**src/rtl/reg_file_clr_if.sv**
```systemverilog
// Bus bundle for reg_file_clr: two combinational read ports, one write port
// with active-low enable, and the clear engine request/status lines.
interface reg_file_clr_if #(
  parameter int DATA_W = 4,
  parameter int ADDR_W = 2
);
  logic [ADDR_W-1:0] adr_r_a;
  logic [ADDR_W-1:0] adr_r_b;
  logic [DATA_W-1:0] out_a;
  logic [DATA_W-1:0] out_b;
  logic              w_e_n;
  logic [ADDR_W-1:0] adr_w;
  logic [DATA_W-1:0] data_w;
  logic              clr_req;
  logic              busy;
  logic              clr_done;
  logic              w_drop;

  // Datapath side: issues addresses, write data and clear requests.
  modport master (
    output adr_r_a, adr_r_b, w_e_n, adr_w, data_w, clr_req,
    input  out_a, out_b, busy, clr_done, w_drop
  );

  // Register file side.
  modport slave (
    input  adr_r_a, adr_r_b, w_e_n, adr_w, data_w, clr_req,
    output out_a, out_b, busy, clr_done, w_drop
  );
endinterface

```
**src/rtl/reg_file_clr.sv**
```systemverilog
// General-purpose register/data store: DEPTH x DATA_W array with two
// zero-latency read ports, one write port (optional same-cycle forwarding)
// and a clear engine that zeroes one entry per cycle while busy is high.
module reg_file_clr #(
  parameter int DATA_W = 4,
  parameter int ADDR_W = 2,
  parameter bit BYPASS = 1'b1
) (
  input  logic           clock,
  input  logic           reset_n,
  reg_file_clr_if.slave  bus
);

  localparam int DEPTH = 1 << ADDR_W;

  typedef enum logic {
    S_IDLE  = 1'b0,
    S_CLEAR = 1'b1
  } state_e;

  state_e            r_state;
  state_e            w_state_nxt;
  logic [ADDR_W-1:0] r_ptr;
  logic [ADDR_W-1:0] w_ptr_nxt;
  logic              r_busy;
  logic              w_busy_nxt;
  logic              r_clr_done;
  logic              w_clr_done_nxt;
  logic              r_w_drop;
  logic              w_w_drop_nxt;

  logic [DATA_W-1:0] r_mem [DEPTH];

  logic              w_wr_en;
  logic [ADDR_W-1:0] w_wr_adr;
  logic [DATA_W-1:0] w_wr_data;
  logic              w_last;
  logic              w_fwd_a;
  logic              w_fwd_b;

  // The sweep ends on the edge that clears the top entry.
  assign w_last = (r_ptr == {ADDR_W{1'b1}});

  // Next-state and array write-port selection: the clear engine owns the
  // write port while sweeping, otherwise the external write goes through.
  // NOTE: every signal gets a default first so no path leaves one unassigned,
  // which would otherwise infer a latch.
  always_comb begin
    w_state_nxt    = r_state;
    w_ptr_nxt      = r_ptr;
    w_busy_nxt     = 1'b0;
    w_clr_done_nxt = 1'b0;
    w_w_drop_nxt   = 1'b0;
    w_wr_en        = 1'b0;
    w_wr_adr       = bus.adr_w;
    w_wr_data      = bus.data_w;
    case (r_state)
      S_IDLE: begin
        // A write and a clear request on the same edge both take effect;
        // the sweep later zeroes the freshly written entry.
        w_wr_en = ~bus.w_e_n;
        if (bus.clr_req) begin
          w_state_nxt = S_CLEAR;
          w_ptr_nxt   = '0;
          w_busy_nxt  = 1'b1;
        end
      end
      S_CLEAR: begin
        w_wr_en      = 1'b1;
        w_wr_adr     = r_ptr;
        w_wr_data    = '0;
        w_ptr_nxt    = r_ptr + 1'b1;
        // External writes are discarded and flagged; clr_req is ignored.
        w_w_drop_nxt = ~bus.w_e_n;
        if (w_last) begin
          w_state_nxt    = S_IDLE;
          w_clr_done_nxt = 1'b1;
        end else begin
          w_busy_nxt = 1'b1;
        end
      end
      default: begin
        w_state_nxt = S_IDLE;
      end
    endcase
  end

  // Control state and registered status outputs.
  // NOTE: sequential state uses non-blocking assignments so every flop
  // samples the pre-edge values regardless of statement order.
  always_ff @(posedge clock or negedge reset_n) begin
    if (!reset_n) begin
      r_state    <= S_IDLE;
      r_ptr      <= '0;
      r_busy     <= 1'b0;
      r_clr_done <= 1'b0;
      r_w_drop   <= 1'b0;
    end else begin
      r_state    <= w_state_nxt;
      r_ptr      <= w_ptr_nxt;
      r_busy     <= w_busy_nxt;
      r_clr_done <= w_clr_done_nxt;
      r_w_drop   <= w_w_drop_nxt;
    end
  end

  // Storage array, written by either the datapath or the clear engine.
  // NOTE: the array is reset because the datapath relies on every register
  // reading zero straight out of reset; this keeps it in flops, not a RAM macro.
  always_ff @(posedge clock or negedge reset_n) begin
    if (!reset_n) begin
      for (int i = 0; i < DEPTH; i++) begin
        r_mem[i] <= '0;
      end
    end else if (w_wr_en) begin
      r_mem[w_wr_adr] <= w_wr_data;
    end
  end

  // Forwarding is only legal in IDLE, where the pending write will land.
  assign w_fwd_a = BYPASS && (r_state == S_IDLE) && !bus.w_e_n &&
                   (bus.adr_w == bus.adr_r_a);
  assign w_fwd_b = BYPASS && (r_state == S_IDLE) && !bus.w_e_n &&
                   (bus.adr_w == bus.adr_r_b);

  assign bus.out_a    = w_fwd_a ? bus.data_w : r_mem[bus.adr_r_a];
  assign bus.out_b    = w_fwd_b ? bus.data_w : r_mem[bus.adr_r_b];
  assign bus.busy     = r_busy;
  assign bus.clr_done = r_clr_done;
  assign bus.w_drop   = r_w_drop;

endmodule

```
**src/flat_wrapper.sv**
```systemverilog
// flat-port wrapper written by rule: the top's interface ports become plain ports
module reg_file_clr_flat 
#(
  parameter int DATA_W = 4,
  parameter int ADDR_W = 2,
  parameter bit BYPASS = 1'b1
)
  (clock, reset_n, bus_adr_r_a, bus_adr_r_b, bus_w_e_n, bus_adr_w, bus_data_w, bus_clr_req, bus_out_a, bus_out_b, bus_busy, bus_clr_done, bus_w_drop);
  reg_file_clr_if #(.DATA_W(DATA_W), .ADDR_W(ADDR_W)) bus_i ();
  input  logic clock;
  input  logic reset_n;
  input wire logic [$bits(bus_i.adr_r_a)-1:0] bus_adr_r_a;
  input wire logic [$bits(bus_i.adr_r_b)-1:0] bus_adr_r_b;
  input wire logic [$bits(bus_i.w_e_n)-1:0] bus_w_e_n;
  input wire logic [$bits(bus_i.adr_w)-1:0] bus_adr_w;
  input wire logic [$bits(bus_i.data_w)-1:0] bus_data_w;
  input wire logic [$bits(bus_i.clr_req)-1:0] bus_clr_req;
  output wire logic [$bits(bus_i.out_a)-1:0] bus_out_a;
  output wire logic [$bits(bus_i.out_b)-1:0] bus_out_b;
  output wire logic [$bits(bus_i.busy)-1:0] bus_busy;
  output wire logic [$bits(bus_i.clr_done)-1:0] bus_clr_done;
  output wire logic [$bits(bus_i.w_drop)-1:0] bus_w_drop;
  assign bus_i.adr_r_a = bus_adr_r_a;
  assign bus_i.adr_r_b = bus_adr_r_b;
  assign bus_i.w_e_n = bus_w_e_n;
  assign bus_i.adr_w = bus_adr_w;
  assign bus_i.data_w = bus_data_w;
  assign bus_i.clr_req = bus_clr_req;
  assign bus_out_a = bus_i.out_a;
  assign bus_out_b = bus_i.out_b;
  assign bus_busy = bus_i.busy;
  assign bus_clr_done = bus_i.clr_done;
  assign bus_w_drop = bus_i.w_drop;
  reg_file_clr #(.DATA_W(DATA_W), .ADDR_W(ADDR_W), .BYPASS(BYPASS)) u_core (.clock(clock), .reset_n(reset_n), .bus(bus_i));
endmodule
```
**config.mk**
```make
export PLATFORM = sky130hd
export DESIGN_NAME = reg_file_clr_flat
export DESIGN_NICKNAME = d
export VERILOG_FILES = /design/src/rtl/reg_file_clr_if.sv /design/src/rtl/reg_file_clr.sv /design/src/flat_wrapper.sv
export SDC_FILE = /design/constraint.sdc
export NUM_CORES = 1
export LEC_CHECK = 0
export BUFFER_PORTS_ARGS = -buffer_cell sky130_fd_sc_hd__buf_2
export CAP_MARGIN = 20
export CORE_UTILIZATION = 53
export CTS_CLUSTER_SIZE = 16
export DETAILED_ROUTE_END_ITERATION = 10
export PLACE_DENSITY = 0.81
export SYNTH_ARGS = -nofsm -noshare
export SYNTH_HDL_FRONTEND = slang
export SYNTH_SLANG_ARGS = --single-unit
export TNS_END_PERCENT = 100
```
**constraint.sdc**
```tcl
create_clock -name clock -period 2.1 [get_ports clock]
set_input_delay 0.42 -clock clock [delete_from_list [all_inputs] [get_ports clock]]
set_output_delay 0.42 -clock clock [all_outputs]
set_load 0.05 [all_outputs]
```
==> out/qor_table.md, run 1 <==
| Metric | Reported | Unit |
| --- | --- | --- |
| Run status | complete, no violations | - |
| Pre-CTS WS | 0.0605 | ns |
| Clock edge transition at the registers on the reported setup and hold paths | 0.11 | ns |
| Antenna violations before repair | 0 | - |
| Final Routed Wirelength | 2560 | um |
| Number of global-route vias before repair | 894 | - |
| DR vias | 835 | - |
| Final worst path period share | 98.0 | % |
| Leakage component of the power | 0.681 | nW |
| Number of enable flip-flop cells after synthesis | 0 | - |
| Clock tree root buffer cell | sky130_fd_sc_hd__clkbuf_4 | - |
| Multiplexer share of the synthesized area | 36.9 | % |
| Largest stage delay, worst path | 0.48 | ns |
| Count of endpoints failing setup in the final report | 0 | - |
| Slew Viols, Final | 0 | - |
| Routed wire length per instance | 18.1 | um |
| Die Span X | 50.5 | um |
| Kind of capture point of the worst setup path | output pin | - |
| Clock buffer count from CTS | 3 | - |
| Violation count after the first detailed-route iteration | 16 | - |
| Total die area | 2550 | um2 |
| Cells along the critical path | mux4_2, mux2_4, buf_8 | - |
| Synth Net Count | 104 | - |
| Level count of the clock H-tree | 1 | - |
| Flip-flop and latch count after synthesis | 21 | - |
| DRT antenna net count | 0 | - |
| Critical path required time | 1.68 | ns |
| Fraction of layout cells with a size suffix above 1 | 60.5 | % |
| Critical-path top delay cell | sky130_fd_sc_hd__mux4_2 | - |
| Number of I/O pins | 25 | - |
| Initial DRT Pass Iterations | 4 | - |
| Combined area of all synthesized cells | 1250 | um2 |
| Count of standard-cell rows | 17 | - |
| CTS Sinks | 21 | - |
| Fin. Hold Viols | 0 | - |
| Fraction of the mapped netlist area in simple logic gates | 9.93 | % |
| Sum of buffers and inverters on the critical path | 1 | - |
| Share of synthesized flip-flops with an asynchronous set or reset | 100 | % |
| Arr. time, crit path | 1.64 | ns |
| Unrepaired setup endpoints after global routing | yes | - |
| Number of buffers on the longest clock path | 2 | - |
| Distinct cells, synth | 23 | - |
| Signed area change from the synthesized netlist to the final layout | 19.9 | % |
| Number of warnings reported in the yosys synthesis log | 0 | - |
| Wire length of the first global-routing pass | 4260 | um |
| # port buffers | 24 | - |
| Total negative slack for setup checks | 0 | ns |
| Top delay family on crit path | multiplexers | - |
| Die Y-Extent | 50.5 | um |
| Antenna cells | 0 | - |
| Power Density | 1420 | nW/um2 |
| DRC viols | 0 | - |
| Layout Utilization | 67.6 | % |
| Cells after DPL | 138 | - |
| Fraction of the mapped netlist area in adder cells | 1.00 | % |
| Hold WC Path Type | input port to asynchronous set/reset pin | - |
| Clock latency on the worst-skew pair | 0.31 | ns |
| Most used DFF post-synth | sky130_fd_sc_hd__dfrtp_1 | - |
| Slew of the pin with the lowest slew margin | 0.470 | ns |
| Sequential area share after synthesis | 42.1 | % |
| Register-to-register setup slack | 0.50 | ns |
| Critical path peak fanout | 3 | - |
| Final instance count without filler cells | 142 | - |
| Compound-gate portion of the synthesized area | 5.72 | % |
| Starting utilization of the core area | 56.4 | % |
| Post-synthesis xor/xnor area fraction | 2.81 | % |
| Number of max-cap violations | 0 | - |
| Dominant combinational cell family by area after synthesis | multiplexers | - |
| VDD IR-drop max | 780 | uV |
| Largest net degree at the start of global routing | 22 | - |
| Worst Setup Path Type | register to output pin | - |
| Vias per cell | 5.88 | - |
| Count of mapped cells out of synthesis | 89 | - |
| Minimum setup slack in the final design | 0.0420 | ns |
| Maximum frequency from static timing analysis | 486 | MHz |
| Relative slew slack | 68.7 | % |
| Quantity of hold-fixing buffers added after cts | 0 | - |
| Detailed Place HPWL | 1910 | um |
| Total overflow reported by the global router | 0 | - |
| Mean Syn Cell Area | 14.0 | um2 |
| Post-layout minimum cycle time | 2.06 | ns |
| CTS tree | done | - |
| Final clock skew | 0.00201 | ns |
| GRT Overall Usage | 23.9 | % |
| Placer Congestion | 0.746 | - |
| Post-layout nets | 130 | - |
| Critical path launch point type | register | - |
| Standard cell core area | 2210 | um2 |
==> synthesized netlist by cell type, drive strengths merged, types with 2 or more instances <==
cell	n	area, um2
buf	3	15.0
nor2b	5	31.3
xnor2	4	35.0
mux4	8	180
o21ai	2	13.8
mux2	24	270
nor2	4	15.0
nand3	3	15.0
nand2	2	7.51
nand2b	4	35.0
dfrtp	21	526
==> cells in the final DEF (no fill, tap or decap), drive strengths merged, types with 2 or more instances in the layout <==
master  synthesis  routed
dfrtp          21      21
nand3           3       3
nor2            4       4
buf             3      25
clkbuf          1       4
mux4            8       8
nand2b          4       4
o21ai           2       2
mux2           24      24
nand2           2       2
nor2b           5       5
xnor2           4       4
==> metal layers <==
layer,vias to the layer above,GRT usage (%),part of all wire (%)
li1,382,-,-
met1,417,29.6,44
met2,28,39.6,49
met3,8,3.64,4.3
met4,0,13.9,2.7
met5,-,0,0
==> sequential cells by signal, indices dropped and copies added, names as in the netlist <==
name,count
u_core.r_ptr,2
u_core.bus.busy,1
u_core.bus.w_drop,1
u_core.bus.clr_done,1
u_core.r_mem,16
==> through the flow <==
step	power, W	area (um2)	hold slack, ns
after floorplan	0.00156	1250	0.124
after global placement	0.00177	1390	0.397
after detailed placement	0.00180	1390	0.395
after CTS	0.00201	1430	0.0508
after global routing	0.00225	1500	0.0671
final	0.00212	1500	0.0475
==> logic make-up (layout without fill, tap and decap cells) <==
logic type,Yosys count,after routing
compound gates,5,5
mux,33,33
xor+xnor,4,4
buf+inv,4,29
flops,21,21
simple gates,21,21
fa+ha+maj,1,1
==> final timing paths <==
check                                                   from                       endpoint  cells past startpoint
worst max register to register     u_core.bus.busy$_DFF_PN0_   u_core.r_mem[10]$_DFFE_PN0P_                      4
min in group clock                               bus_clr_req    u_core.r_ptr[1]$_DFFE_PN0P_                      2
worst max-delay path             u_core.r_mem[3]$_DFFE_PN0P_                   bus_out_b[3]                      3
worst min register to register  u_core.r_mem[15]$_DFFE_PN0P_   u_core.r_mem[15]$_DFFE_PN0P_                      1
worst min-delay path                                 reset_n  u_core.bus.clr_done$_DFF_PN0_                      1
max in group asynchronous                            reset_n   u_core.r_mem[10]$_DFFE_PN0P_                      1
==> final cells by class <==
type                    count  area [um2]
multi-input cells          64         723
well taps                  28        35.0
fillers                   176         717
clock buffers               4        26.3
repair buffers             25         185
flip-flops and latches     21         526
==> timing repair <==
item | 4_1_cts | 5_1_grt
setup endpoints to repair | 4 | 8
cloned | 0 | 0
setup buffers | 0 | 0
gates resized for setup | 2 | 28
==> report_power, final <==
group	leakage [nW]	internal (W)	switching [W]	total, W
clock	0.0150	0.0000743	0.000121	0.000195
sequential	0.275	0.000565	0.000130	0.000695
combinational	0.391	0.000577	0.000654	0.00123
Power figures use the tool's default switching activity.
==> inputs of run 2 (changes only) <==
- CAP_MARGIN: 20 -> not set
- CORE_UTILIZATION: 53 -> 51
- PLACE_DENSITY: 0.81 -> 0.79
==> run 2 against run 1 <==
  * Clock-buffer cell count decreased by 1
  * Clock power about the same
  * Power about the same
  * Global-route usage decreased by 1.7 points
  * Critical path depth unchanged
  * Worst setup slack got worse by 0.026 ns
  * Clock skew decreased by 0.00058 ns
  * First-iteration DRC count decreased by 19%
  * Register-to-register slack got worse by 0.02 ns
  * Utilization decreased by 1.6 points
  * Maximum frequency decreased by 1.2%
  * Sequential share of layout area increased by 0.15 points
  * Critical endpoint is now bus_out_a[0]
  * Highest routed layer unchanged
==> out/qor_table.md, run 2 (synthesis results as in run 1) <==
| Metric | Reported | Unit | Delta |
| --- | --- | --- | --- |
| Run status | complete, no violations | - |  |
| Launching element of the worst setup path | u_core.r_mem[0]$_DFFE_PN0P_ | - |  |
| Number of buffers on the longest clock path | 2 | - | unchanged |
| Count of standard-cell rows | 17 | - | unchanged |
| Total overflow reported by the global router | 0 | - | unchanged |
| Count of endpoints failing setup in the final report | 0 | - | unchanged |
| Clock buffer count from CTS | 3 | - | unchanged |
| Die Y-Extent | 51.5 | um | +1.9% |
| Power Density | 1420 | nW/um2 | +0.38% |
| Top reg by flops | u_core.r_mem | - |  |
| Hold WC Path Type | input port to asynchronous set/reset pin | - |  |
| GRT Overall Usage | 22.2 | % | -1.7 points |
| Worst reg2reg path startpoint | u_core.bus.busy$_DFF_PN0_ | - |  |
| Vias per cell | 5.84 | - | -0.70% |
| Violation count after the first detailed-route iteration | 13 | - | -3 |
| Clock tree root buffer cell | sky130_fd_sc_hd__clkbuf_4 | - |  |
| DRC viols | 0 | - | unchanged |
| Antenna violations before repair | 0 | - | unchanged |
| Commonest non-fill, non-tap cell in the layout | sky130_fd_sc_hd__mux2_2 | - |  |
| VDD IR-drop max | 733 | uV | -5.9% |
| Clock edge transition at the registers on the reported setup and hold paths | 0.12 | ns | about the same |
| Quantity of hold-fixing buffers added after cts | 0 | - | unchanged |
| Arr. time, crit path | 1.66 | ns | +0.02 ns |
| # port buffers | 24 | - | unchanged |
| Post-layout minimum cycle time | 2.08 | ns | +0.0255 ns |
| Total negative slack for setup checks | 0 | ns | unchanged |
| Maximum frequency from static timing analysis | 480 | MHz | -1.2% |
| CTS tree | done | - |  |
| Wire length of the first global-routing pass | 4100 | um | -3.9% |
| DR vias | 835 | - | unchanged |
| Number of global-route vias before repair | 810 | - | -9.4% |
| Relative slew slack | 68.5 | % | -0.22 points |
| Placer Congestion | 0.739 | - | -0.84% |
| Leakage component of the power | 0.682 | nW | +0.18% |
| Cell Area, Placed | 1390 | um2 | unchanged |
| Starting utilization of the core area | 55.3 | % | -1.1 points |
| Critical path peak fanout | 3 | - | unchanged |
| Worst Setup Path Type | register to output pin | - |  |
| Die Span X | 51.5 | um | +1.9% |
| Count of fill cells added during filler insertion | 182 | - | +3.4% |
| Fraction of layout cells with a size suffix above 1 | 61.7 | % | +1.2 points |
| Clock latency on the worst-skew pair | 0.30 | ns | about the same |
| Number of max-cap violations | 0 | - | unchanged |
| Registers with the highest flip-flop counts | u_core.r_mem x16, u_core.r_ptr x2 | - |  |
| Slew of the pin with the lowest slew margin | 0.473 | ns | +0.00334 ns |
| DRT antenna net count | 0 | - | unchanged |
| Level count of the clock H-tree | 1 | - | unchanged |
| CTS Sinks | 21 | - | unchanged |
| Critical path launch point type | register | - |  |
| Overall power after layout | 0.00212 | W | about the same |
| Standard cell core area | 2250 | um2 | +1.9% |
| Final Routed Wirelength | 2620 | um | +2.1% |
| Final worst path period share | 99.2 | % | +1.2 points |
| Routed wire length per instance | 18.3 | um | +1.4% |
| Slew Viols, Final | 0 | - | unchanged |
| Flip-flop count of the largest register, all copies and words added | 16 | - | unchanged |
| Commonest cells after routing, fill and taps aside | sky130_fd_sc_hd__mux2_2 (23), sky130_fd_sc_hd__dfrtp_1 (21), sky130_fd_sc_hd__buf_2 (16) | - |  |
| Layout Utilization | 66.0 | % | -1.6 points |
| Detailed Place HPWL | 1940 | um | +1.7% |
| Final standard cell area without fillers | 1490 | um2 | -0.42% |
| Critical path required time | 1.68 | ns | about the same |
| Kind of capture point of the worst setup path | output pin | - |  |
| Post-layout nets | 131 | - | +0.77% |
| Final clock skew | 0.00143 | ns | -0.000584 ns |
| Total die area | 2650 | um2 | +3.8% |
| Fin. Hold Viols | 0 | - | unchanged |
| Number of I/O pins | 25 | - | unchanged |
| Antenna cells | 0 | - | unchanged |
| Signed area change from the synthesized netlist to the final layout | 19.4 | % |  |
| Initial DRT Pass Iterations | 4 | - | unchanged |
| Largest net degree at the start of global routing | 22 | - | unchanged |
-- run 2: cell types whose count changed in the layout (fill, tap and decap cells not counted), sizes merged --
cell	before	now
clkinv	0	1
buf	25	26
clkbuf	4	3
-- run 2: path summary, 6_finish.rpt --
| kind | slack [ns] | to | cells after the start |
|---|---|---|---|
| max in group asynchronous | 1.73 | u_core.r_mem[4]$_DFFE_PN0P_ | 1 |
| setup / recovery | 0.02 | bus_out_a[0] | 3 |
| min in group clock | 0.35 | u_core.r_ptr[1]$_DFFE_PN0P_ | 2 |
| hold / removal | 0.05 | u_core.bus.clr_done$_DFF_PN0_ | 1 |
| hold reg to reg | 0.54 | u_core.r_mem[7]$_DFFE_PN0P_ | 1 |
| setup reg to reg | 0.48 | u_core.r_mem[8]$_DFFE_PN0P_ | 4 |
-- run 2: report_power, final --
part / leakage [nW] / switching (W) / internal [W]
registers: 0.275 / 0.000131 / 0.000564
clock network: 0.0177 / 0.000125 / 0.0000711
logic: 0.389 / 0.000666 / 0.000562
-- run 2: per-stage QoR --
step / worst slack, ns / hold slack [ns] / instances
global route: -0.0255 / 0.0730 / 143
CTS: -0.00268 / 0.0524 / 142
global placement: 0.0662 / 0.390 / 138
floorplan: 0.0966 / 0.124 / 89
finish: 0.0165 / 0.0482 / 143
detailed placement: 0.0584 / 0.397 / 138
-- run 2: area by class of cell --
class / count / area [um2] / share of cell area [%]
Tap cell: 28 / 35.0 / 2.35
Clock inverter: 1 / 5.00 / 0.336
Timing Repair Buffer: 26 / 181 / 12.2
Clock buffer: 3 / 22.5 / 1.51
Sequential cell: 21 / 526 / 35.3
Multi-Input combinational cell: 64 / 719 / 48.3
-- run 2: critical path, stage by stage, from the launching register on --
cell and delay [ns]:
sky130_fd_sc_hd__dfrtp_1 0.41, sky130_fd_sc_hd__mux4_2 0.47, sky130_fd_sc_hd__mux2_2 0.28, sky130_fd_sc_hd__buf_4 0.19
-- run 2: per-layer routing --
| layer | vias up | global-route usage [%] | wire [um] |
|---|---|---|---|
| met1 | 418 | 29.4 | 1130 |
| met2 | 25 | 37.7 | 1370 |
| li1 | 388 | - | - |
| met5 | - | 0 | 0 |
| met3 | 4 | 2.08 | 94 |
| met4 | 0 | 8.11 | 30 |
-- run 2: timing repair --
item                                    4_1_cts  5_1_grt
pin swaps                                     0        1
gates resized for setup                       2       23
setup buffers                                 0        1
endpoints found under the setup margin        3        8
